File: config.mk
export PLATFORM = sky130hd
export DESIGN_NAME = ahb_lite_slave_mux_flat
export DESIGN_NICKNAME = d
export VERILOG_FILES = /design/src/rtl/ahb_lite_pkg.sv /design/src/rtl/ahb_lite_slave_mux_if.sv /design/src/rtl/ahb_default_slave.sv /design/src/rtl/ahb_lite_slave_mux.sv /design/src/flat_wrapper.sv
export SDC_FILE = /design/constraint.sdc
export NUM_CORES = 1
export LEC_CHECK = 0
export BUFFER_PORTS_ARGS = -buffer_cell sky130_fd_sc_hd__buf_2
export CAP_MARGIN = 20
export CELL_PAD_IN_SITES_DETAIL_PLACEMENT = 0
export CELL_PAD_IN_SITES_GLOBAL_PLACEMENT = 1
export CORE_AREA = 2 2 128 130
export CTS_BUF_LIST = sky130_fd_sc_hd__clkbuf_8
export CTS_CLUSTER_DIAMETER = 120
export DETAILED_ROUTE_END_ITERATION = 7
export DIE_AREA = 0 0 130 132
export PLACE_DENSITY_LB_ADDON = 0.1
export SKIP_LAST_GASP = 1
export SYNTH_ARGS = -nofsm -noshare
export SYNTH_HDL_FRONTEND = slang
export SYNTH_SLANG_ARGS = --single-unit
export TNS_END_PERCENT = 30
File: constraint.sdc
create_clock -name HCLK -period 2.36 [get_ports HCLK]
set_input_delay 0.472 -clock HCLK [delete_from_list [all_inputs] [get_ports HCLK]]
set_output_delay 0.472 -clock HCLK [all_outputs]
set_load 0.005 [all_outputs]
File: src/rtl/ahb_lite_pkg.sv
// Shared AHB-Lite encodings and the default-slave state type for the slave mux.
package ahb_lite_pkg;

  localparam int unsigned W_HRESP = 2;

  localparam logic [1:0] HTRANS_IDLE   = 2'b00;
  localparam logic [1:0] HTRANS_BUSY   = 2'b01;
  localparam logic [1:0] HTRANS_NONSEQ = 2'b10;
  localparam logic [1:0] HTRANS_SEQ    = 2'b11;

  localparam logic [W_HRESP-1:0] HRESP_OKAY  = 2'b00;
  localparam logic [W_HRESP-1:0] HRESP_ERROR = 2'b01;

  typedef enum logic [1:0] {
    DS_IDLE = 2'b00,
    DS_ERR1 = 2'b01,
    DS_ERR2 = 2'b10
  } ds_state_e;

  // NONSEQ and SEQ carry data; IDLE and BUSY do not.
  function automatic logic htrans_active(logic [1:0] htrans);
    return (htrans == HTRANS_NONSEQ) || (htrans == HTRANS_SEQ);
  endfunction

endpackage

File: src/rtl/ahb_lite_slave_mux_if.sv
// Bus bundle between the single AHB-Lite master, the slave mux and N_SLAVE slaves.
// Modports: mux (the decoder/multiplexer), master (bus master), slave (slave side).
interface ahb_lite_slave_mux_if
  import ahb_lite_pkg::*;
#(
  parameter int unsigned N_SLAVE = 4,
  parameter int unsigned W_ADDR  = 32,
  parameter int unsigned W_DATA  = 32,
  parameter int unsigned W_BURST = 3
);

  // Master side
  logic [W_ADDR-1:0]          ma_HADDR;
  logic [1:0]                 ma_HTRANS;
  logic                       ma_HWRITE;
  logic [2:0]                 ma_HSIZE;
  logic [W_BURST-1:0]         ma_HBURST;
  logic [W_DATA-1:0]          ma_HWDATA;
  logic                       out_ma_HREADY;
  logic [W_HRESP-1:0]         out_ma_HRESP;
  logic [W_DATA-1:0]          out_ma_HRDATA;

  // Slave side
  logic [N_SLAVE-1:0]         out_sl_HSEL;
  logic [W_ADDR-1:0]          out_sl_HADDR;
  logic [1:0]                 out_sl_HTRANS;
  logic                       out_sl_HWRITE;
  logic [2:0]                 out_sl_HSIZE;
  logic [W_BURST-1:0]         out_sl_HBURST;
  logic [W_DATA-1:0]          out_sl_HWDATA;
  logic                       out_sl_HREADY;
  logic [N_SLAVE-1:0]         sl_HREADY;
  logic [N_SLAVE*W_HRESP-1:0] sl_HRESP;
  logic [N_SLAVE*W_DATA-1:0]  sl_HRDATA;

  logic                       int_timeout;

  modport mux (
    input  ma_HADDR, ma_HTRANS, ma_HWRITE, ma_HSIZE, ma_HBURST, ma_HWDATA,
    input  sl_HREADY, sl_HRESP, sl_HRDATA,
    output out_ma_HREADY, out_ma_HRESP, out_ma_HRDATA,
    output out_sl_HSEL, out_sl_HADDR, out_sl_HTRANS, out_sl_HWRITE, out_sl_HSIZE,
    output out_sl_HBURST, out_sl_HWDATA, out_sl_HREADY,
    output int_timeout
  );

  modport master (
    output ma_HADDR, ma_HTRANS, ma_HWRITE, ma_HSIZE, ma_HBURST, ma_HWDATA,
    input  out_ma_HREADY, out_ma_HRESP, out_ma_HRDATA, int_timeout
  );

  modport slave (
    input  out_sl_HSEL, out_sl_HADDR, out_sl_HTRANS, out_sl_HWRITE, out_sl_HSIZE,
    input  out_sl_HBURST, out_sl_HWDATA, out_sl_HREADY,
    output sl_HREADY, sl_HRESP, sl_HRDATA
  );

endinterface

File: src/rtl/ahb_default_slave.sv
// Default slave: answers unmapped active transfers with a two-cycle ERROR.
// With AHB_SLAVE_TIMEOUT_EN defined it also bounds slave wait states: after
// TIMEOUT_CYC consecutive stalled cycles it forces the same two-cycle ERROR and
// pulses int_timeout during the first ERROR cycle.
module ahb_default_slave
  import ahb_lite_pkg::*;
#(
  parameter int unsigned TIMEOUT_CYC = 16
) (
  input  logic               HCLK,
  input  logic               HRESETn,
  input  logic               accept,       // HREADY seen by the master this cycle
  input  logic               active_miss,  // active transfer with no slave hit
  input  logic               stall,        // selected slave holding HREADY low
  output logic               ds_hready,
  output logic [W_HRESP-1:0] ds_hresp,
  output logic               ds_busy,      // response currently owned by the FSM
  output logic               tmo_fire,     // clear the data-phase select
  output logic               int_timeout
);

  ds_state_e state_q, state_d;

`ifdef AHB_SLAVE_TIMEOUT_EN
  localparam logic [7:0] TmoLast = 8'(TIMEOUT_CYC - 1);

  logic [7:0] tmo_cnt_q;
  logic       tmo_pulse_q;

  // The stall being counted now is the TIMEOUT_CYC-th in a row.
  assign tmo_fire = (state_q == DS_IDLE) && stall && (tmo_cnt_q == TmoLast);

  // Count consecutive stalled data-phase cycles; any accepted transfer restarts it.
  always_ff @(posedge HCLK or negedge HRESETn) begin
    if (!HRESETn) begin
      tmo_cnt_q <= '0;
    end else if (accept || tmo_fire) begin
      tmo_cnt_q <= '0;
    end else if (stall) begin
      tmo_cnt_q <= tmo_cnt_q + 8'd1;
    end
  end

  // Pulse lines up with the DS_ERR1 cycle that the firing edge enters.
  always_ff @(posedge HCLK or negedge HRESETn) begin
    if (!HRESETn) begin
      tmo_pulse_q <= 1'b0;
    end else begin
      tmo_pulse_q <= tmo_fire;
    end
  end

  assign int_timeout = tmo_pulse_q;
`else
  logic unused_tmo;
  assign unused_tmo  = stall ^ (TIMEOUT_CYC == 0);
  assign tmo_fire    = 1'b0;
  assign int_timeout = 1'b0;
`endif

  // State register
  always_ff @(posedge HCLK or negedge HRESETn) begin
    if (!HRESETn) begin
      state_q <= DS_IDLE;
    end else begin
      state_q <= state_d;
    end
  end

  // Next state and response outputs
  always_comb begin
    state_d   = state_q;
    ds_hready = 1'b1;
    ds_hresp  = HRESP_OKAY;
    unique case (state_q)
      DS_IDLE: begin
        if (tmo_fire || (accept && active_miss)) begin
          state_d = DS_ERR1;
        end
      end
      DS_ERR1: begin
        ds_hready = 1'b0;
        ds_hresp  = HRESP_ERROR;
        state_d   = DS_ERR2;
      end
      DS_ERR2: begin
        ds_hresp = HRESP_ERROR;
        state_d  = (accept && active_miss) ? DS_ERR1 : DS_IDLE;
      end
      default: state_d = DS_IDLE;
    endcase
  end

  assign ds_busy = (state_q != DS_IDLE);

endmodule

File: src/rtl/ahb_lite_slave_mux.sv
// AHB-Lite address decoder and response multiplexer for one master and N_SLAVE
// slaves. Unmapped accesses are answered by ahb_default_slave. Optional wait-state
// timeout is enabled with the AHB_SLAVE_TIMEOUT_EN macro.
module ahb_lite_slave_mux
  import ahb_lite_pkg::*;
#(
  parameter int unsigned                N_SLAVE     = 4,
  parameter int unsigned                W_ADDR      = 32,
  parameter int unsigned                W_DATA      = 32,
  parameter int unsigned                W_BURST     = 3,
  parameter logic [N_SLAVE*W_ADDR-1:0]  ADDR_BASE   = {N_SLAVE{32'h0}},
  parameter logic [N_SLAVE*W_ADDR-1:0]  ADDR_MASK   = {N_SLAVE{32'hFFFF_F000}},
  parameter int unsigned                TIMEOUT_CYC = 16
) (
  input logic               HCLK,
  input logic               HRESETn,
  ahb_lite_slave_mux_if.mux bus
);

  logic [N_SLAVE-1:0] hit;
  logic [N_SLAVE-1:0] hsel;
  logic               miss;
  logic               active;

  logic [N_SLAVE-1:0] dp_slv_q;
  logic               dp_def_q;

  logic               hready;
  logic [W_HRESP-1:0] hresp;
  logic [W_DATA-1:0]  hrdata;

  logic               stall;
  logic               ds_hready;
  logic [W_HRESP-1:0] ds_hresp;
  logic               ds_busy;
  logic               tmo_fire;

  // Address decode against each slave's masked base
  always_comb begin
    hit = '0;
    for (int unsigned i = 0; i < N_SLAVE; i++) begin
      hit[i] = ((bus.ma_HADDR & ADDR_MASK[i*W_ADDR +: W_ADDR]) ==
                (ADDR_BASE[i*W_ADDR +: W_ADDR] & ADDR_MASK[i*W_ADDR +: W_ADDR]));
    end
  end

  // Lowest index wins on overlapping maps: scan downwards so it is written last
  always_comb begin
    hsel = '0;
    for (int i = int'(N_SLAVE) - 1; i >= 0; i--) begin
      if (hit[i]) begin
        hsel    = '0;
        hsel[i] = 1'b1;
      end
    end
  end

  assign miss   = ~|hit;
  assign active = htrans_active(bus.ma_HTRANS);

  // Data-phase owner advances only when the master sees HREADY
  always_ff @(posedge HCLK or negedge HRESETn) begin
    if (!HRESETn) begin
      dp_slv_q <= '0;
      dp_def_q <= 1'b0;
    end else if (tmo_fire) begin
      dp_slv_q <= '0;
      dp_def_q <= 1'b0;
    end else if (hready) begin
      dp_slv_q <= hsel;
      dp_def_q <= miss;
    end
  end

  assign stall = |(dp_slv_q & ~bus.sl_HREADY);

  ahb_default_slave #(
    .TIMEOUT_CYC (TIMEOUT_CYC)
  ) u_default_slave (
    .HCLK        (HCLK),
    .HRESETn     (HRESETn),
    .accept      (hready),
    .active_miss (active && miss),
    .stall       (stall),
    .ds_hready   (ds_hready),
    .ds_hresp    (ds_hresp),
    .ds_busy     (ds_busy),
    .tmo_fire    (tmo_fire),
    .int_timeout (bus.int_timeout)
  );

  // Response mux: default slave, selected slave pass-through, else idle OKAY
  always_comb begin
    hready = 1'b1;
    hresp  = HRESP_OKAY;
    hrdata = '0;
    if (dp_def_q || ds_busy) begin
      hready = ds_hready;
      hresp  = ds_hresp;
    end else begin
      for (int unsigned i = 0; i < N_SLAVE; i++) begin
        if (dp_slv_q[i]) begin
          hready = bus.sl_HREADY[i];
          hresp  = bus.sl_HRESP[i*W_HRESP +: W_HRESP];
          hrdata = bus.sl_HRDATA[i*W_DATA +: W_DATA];
        end
      end
    end
  end

  assign bus.out_ma_HREADY = hready;
  assign bus.out_ma_HRESP  = hresp;
  assign bus.out_ma_HRDATA = hrdata;

  assign bus.out_sl_HSEL   = hsel;
  assign bus.out_sl_HADDR  = bus.ma_HADDR;
  assign bus.out_sl_HTRANS = bus.ma_HTRANS;
  assign bus.out_sl_HWRITE = bus.ma_HWRITE;
  assign bus.out_sl_HSIZE  = bus.ma_HSIZE;
  assign bus.out_sl_HBURST = W_BURST'(bus.ma_HBURST);
  assign bus.out_sl_HWDATA = bus.ma_HWDATA;
  assign bus.out_sl_HREADY = hready;

endmodule

File: src/flat_wrapper.sv
// flat-port wrapper written by rule: the top's interface ports become plain ports
module ahb_lite_slave_mux_flat import ahb_lite_pkg::*;
#(
  parameter int unsigned                N_SLAVE     = 4,
  parameter int unsigned                W_ADDR      = 32,
  parameter int unsigned                W_DATA      = 32,
  parameter int unsigned                W_BURST     = 3,
  parameter logic [N_SLAVE*W_ADDR-1:0]  ADDR_BASE   = {N_SLAVE{32'h0}},
  parameter logic [N_SLAVE*W_ADDR-1:0]  ADDR_MASK   = {N_SLAVE{32'hFFFF_F000}},
  parameter int unsigned                TIMEOUT_CYC = 16
)
  (HCLK, HRESETn, bus_ma_HADDR, bus_ma_HTRANS, bus_ma_HWRITE, bus_ma_HSIZE, bus_ma_HBURST, bus_ma_HWDATA, bus_sl_HREADY, bus_sl_HRESP, bus_sl_HRDATA, bus_out_ma_HREADY, bus_out_ma_HRESP, bus_out_ma_HRDATA, bus_out_sl_HSEL, bus_out_sl_HADDR, bus_out_sl_HTRANS, bus_out_sl_HWRITE, bus_out_sl_HSIZE, bus_out_sl_HBURST, bus_out_sl_HWDATA, bus_out_sl_HREADY, bus_int_timeout);
  ahb_lite_slave_mux_if #(.N_SLAVE(N_SLAVE), .W_ADDR(W_ADDR), .W_DATA(W_DATA), .W_BURST(W_BURST)) bus_i ();
  input logic HCLK;
  input logic HRESETn;
  input wire logic [$bits(bus_i.ma_HADDR)-1:0] bus_ma_HADDR;
  input wire logic [$bits(bus_i.ma_HTRANS)-1:0] bus_ma_HTRANS;
  input wire logic [$bits(bus_i.ma_HWRITE)-1:0] bus_ma_HWRITE;
  input wire logic [$bits(bus_i.ma_HSIZE)-1:0] bus_ma_HSIZE;
  input wire logic [$bits(bus_i.ma_HBURST)-1:0] bus_ma_HBURST;
  input wire logic [$bits(bus_i.ma_HWDATA)-1:0] bus_ma_HWDATA;
  input wire logic [$bits(bus_i.sl_HREADY)-1:0] bus_sl_HREADY;
  input wire logic [$bits(bus_i.sl_HRESP)-1:0] bus_sl_HRESP;
  input wire logic [$bits(bus_i.sl_HRDATA)-1:0] bus_sl_HRDATA;
  output wire logic [$bits(bus_i.out_ma_HREADY)-1:0] bus_out_ma_HREADY;
  output wire logic [$bits(bus_i.out_ma_HRESP)-1:0] bus_out_ma_HRESP;
  output wire logic [$bits(bus_i.out_ma_HRDATA)-1:0] bus_out_ma_HRDATA;
  output wire logic [$bits(bus_i.out_sl_HSEL)-1:0] bus_out_sl_HSEL;
  output wire logic [$bits(bus_i.out_sl_HADDR)-1:0] bus_out_sl_HADDR;
  output wire logic [$bits(bus_i.out_sl_HTRANS)-1:0] bus_out_sl_HTRANS;
  output wire logic [$bits(bus_i.out_sl_HWRITE)-1:0] bus_out_sl_HWRITE;
  output wire logic [$bits(bus_i.out_sl_HSIZE)-1:0] bus_out_sl_HSIZE;
  output wire logic [$bits(bus_i.out_sl_HBURST)-1:0] bus_out_sl_HBURST;
  output wire logic [$bits(bus_i.out_sl_HWDATA)-1:0] bus_out_sl_HWDATA;
  output wire logic [$bits(bus_i.out_sl_HREADY)-1:0] bus_out_sl_HREADY;
  output wire logic [$bits(bus_i.int_timeout)-1:0] bus_int_timeout;
  assign bus_i.ma_HADDR = bus_ma_HADDR;
  assign bus_i.ma_HTRANS = bus_ma_HTRANS;
  assign bus_i.ma_HWRITE = bus_ma_HWRITE;
  assign bus_i.ma_HSIZE = bus_ma_HSIZE;
  assign bus_i.ma_HBURST = bus_ma_HBURST;
  assign bus_i.ma_HWDATA = bus_ma_HWDATA;
  assign bus_i.sl_HREADY = bus_sl_HREADY;
  assign bus_i.sl_HRESP = bus_sl_HRESP;
  assign bus_i.sl_HRDATA = bus_sl_HRDATA;
  assign bus_out_ma_HREADY = bus_i.out_ma_HREADY;
  assign bus_out_ma_HRESP = bus_i.out_ma_HRESP;
  assign bus_out_ma_HRDATA = bus_i.out_ma_HRDATA;
  assign bus_out_sl_HSEL = bus_i.out_sl_HSEL;
  assign bus_out_sl_HADDR = bus_i.out_sl_HADDR;
  assign bus_out_sl_HTRANS = bus_i.out_sl_HTRANS;
  assign bus_out_sl_HWRITE = bus_i.out_sl_HWRITE;
  assign bus_out_sl_HSIZE = bus_i.out_sl_HSIZE;
  assign bus_out_sl_HBURST = bus_i.out_sl_HBURST;
  assign bus_out_sl_HWDATA = bus_i.out_sl_HWDATA;
  assign bus_out_sl_HREADY = bus_i.out_sl_HREADY;
  assign bus_int_timeout = bus_i.int_timeout;
  ahb_lite_slave_mux #(.N_SLAVE(N_SLAVE), .W_ADDR(W_ADDR), .W_DATA(W_DATA), .W_BURST(W_BURST), .ADDR_BASE(ADDR_BASE), .ADDR_MASK(ADDR_MASK), .TIMEOUT_CYC(TIMEOUT_CYC)) u_core (.HCLK(HCLK), .HRESETn(HRESETn), .bus(bus_i));
endmodule
==> out/metrics.cfg <==
[floorplan]
die_y_um = 132
die-area_um2 = 17160
num_rows = 46
die_x_um = 130
coreArea_um2 = 15710
ios = 329
initial_core_util_pct = 7.398

[worst_setup_path]
worst-path-stages = 7
worst_path_max_delay_cell = dfrtp_1
worst_r2r_path_depth = 7
worstSetupEndpointType = output pin
path_delay_family = simple AND/OR/NAND/NOR gates
cp_max_fo = 11
cp_data_arrival_time_ns = 1.76
critPathBufInv = 3
critPathMaxStageDelay_ns = 0.41
path_cells = inv_1, ha_2, nand2b_2, nor2_4, buf_4, and2_1, buf_2
cp.required_ns = 1.89
cp-start-kind = register
path_class = register to output pin

[timing]
slew_viol_final = 0
period_share_pct = 94.37
fmax_ghz = 0.4490
setup_viol = 0
rsz0062_at_grt = true
hold_viol = 0
finalClockSkew_ns = 0.001193
setup_ws_ns = 0.1328
layout_min_cycle_time_ns = 2.227

[logic_synthesis]
ys.warnings.count = 0
syn_avg_cell_area_um2 = 7.647
synth-seq-cells = 4
yosysUniqueCellTypes = 23
synthCells = 152
yosysSeqAreaShare_pct = 8.611
syn_area_um2 = 1162

[power]
power.density_nw_per_um2 = 463.1
peakVddDrop_v = 0.0001308
leakage_nw = 0.8105

[clock_network]
postCtsHoldBufs = 0
clkLatencyLatePin_ns = 0.21
htreeDepth = 1
clk_pin_slew_ns = 0.03
numClockSinks = 4
clockRootBuffer = clkbuf_8
cts_tree = built
cts_buffers = 3
cts_max_path_buffers = 2

[grt]
grt_pass1_vias = 924
antenna_found_initial = 0
grt_max_degree = 23
grt_usage_pct = 3.615
grt_pass1_wl_um = 4795
overflow = 0

[worst_hold_path]
hold_path.class = input pin to asynchronous set/reset pin

[layout]
finalNetCount = 418
post_route_cells_drive_above_1_share_pct = 67.35
fin_util_pct = 9.635
n_fill_cell = 1860
finalInstanceArea_um2 = 1514
areaGrowthSynthToFinish_pct = 30.25
diodes = 0

[placement]
place.gp.congestion = 0.5988
hpwl_um = 3088
postPlaceCellArea_um2 = 1448
dp_slack_ns = 0.1814
port_buffers = 115

[run_status]
status = finished clean

[detailed_routing]
drt_pass1_iterations = 4
first_iter_violations = 10
drc_errors = 0
vias_per_cell = 2.437
routedWlPerCell_um = 8.852
ant_nets = 0
wl_um = 3647
num_vias = 1004

[run]
cap_viol_max_count = 0

==> cell usage after synthesis <==
cell | n | area (um^2)
o21ai_0 | 1 | 5.000
nor4_2 | 3 | 37.54
nand3_1 | 1 | 5.000
a31o_1 | 1 | 8.760
nand2_1 | 4 | 15.01
and2_1 | 33 | 206.5
ha_1 | 5 | 62.56
mux2_4 | 1 | 15.01
buf_4 | 78 | 585.6
o211ai_2 | 1 | 12.51
a21o_1 | 1 | 7.510
nor2b_1 | 1 | 6.260
inv_1 | 5 | 18.77
clkbuf_1 | 3 | 11.26
a211oi_1 | 1 | 7.510
dfrtp_1 | 4 | 100.1
a31oi_1 | 1 | 6.260
a21oi_2 | 1 | 8.760
and4bb_2 | 1 | 12.51
nor4_1 | 2 | 12.51
nor2_1 | 2 | 7.510
conb_1 | 1 | 3.750
nand2b_1 | 1 | 6.260
==> sequential cells by signal (all words and copies together), names as in the netlist <==
name	count
u_core.dp_def_q	1
u_core.dp_slv_q	1
u_core.u_default_slave.state_q	2
==> power by group <==
group | switching [mW] | internal (mW) | leakage (nW) | total (mW)
Combinational | 0.215 | 0.217 | 0.740 | 0.432
Clock | 0.0336 | 0.109 | 0.0216 | 0.142
Sequential | 0.0264 | 0.101 | 0.0487 | 0.127
Total | 0.275 | 0.426 | 0.811 | 0.701
==> area by class of cell <==
class,count,area (um^2),area share [%]
clock buffer,3,41.29,2.727
inverter,5,18.77,1.240
multi-input combinational,65,470.5,31.07
sequential,4,100.1,6.612
tap,216,270.3,17.85
timing repair buffer,119,613.1,40.50
==> kinds of logic after synthesis <==
kind of cell	share of synthesized area, %
compound gates	4.844
flops	8.612
buf+inv	52.96
mux	1.291
other cells	0.3226
fa+ha+maj	5.382
simple gates	26.59
==> path summary, 6_finish.rpt <==
path                                                        start                                 to  slack, ns
max in group asynchronous                                 HRESETn                 u_core.dp_slv_q[0]       2.16
worst max-delay path            u_core.u_default_slave.state_q[1]               bus_out_ma_HRDATA[9]       0.13
worst min register to register                    u_core.dp_def_q                    u_core.dp_def_q       0.49
worst max register to register  u_core.u_default_slave.state_q[1]  u_core.u_default_slave.state_q[1]       0.48
worst min-delay path                                      HRESETn  u_core.u_default_slave.state_q[0]       0.06
min in group HCLK                                 u_core.dp_def_q                    u_core.dp_def_q       0.49
==> placed cells by master (no fill, tap or decap), types with 2 or more instances in the layout <==
cell type  count
clkbuf_8       3
nor4_2         3
conb_1         4
nand2_1        4
inv_1          5
and2_1        33
buf_4          2
buf_6          2
dfrtp_1        4
ha_1           4
nor4_1         2
buf_2        115
==> layer usage <==
layer  vias up  track usage [%]  routed length [um]
met3        10            1.461                 401
li1        481                -                   -
met4         0            1.553                  68
met1       437            3.324                1271
met2        76            6.864                1904
met5         -                0                   0
==> metrics by stage <==
step           instances  hold WS [ns]  power [mW]  TNS, ns
2_1_floorplan        155        0.1764      0.4456        0
3_3_place_gp         408        0.2906      0.5730        0
3_5_place_dp         408        0.2917      0.5541        0
4_1_cts              411       0.06120      0.7096        0
5_1_grt              412       0.06049      0.7829  -0.1489
6_report             412       0.06458      0.7010        0
==> repair_timing <==
| item | 4_1_cts | 5_1_grt |
|---|---|---|
| cloned | 0 | 1 |
| buffers inserted | 0 | 0 |
| setup endpoints to repair | 24 | 33 |
| pin swaps | 0 | 1 |
| gates resized for setup | 2 | 5 |
| endpoints found under the hold margin | 0 | 0 |
(Power assumes the default switching activity.)
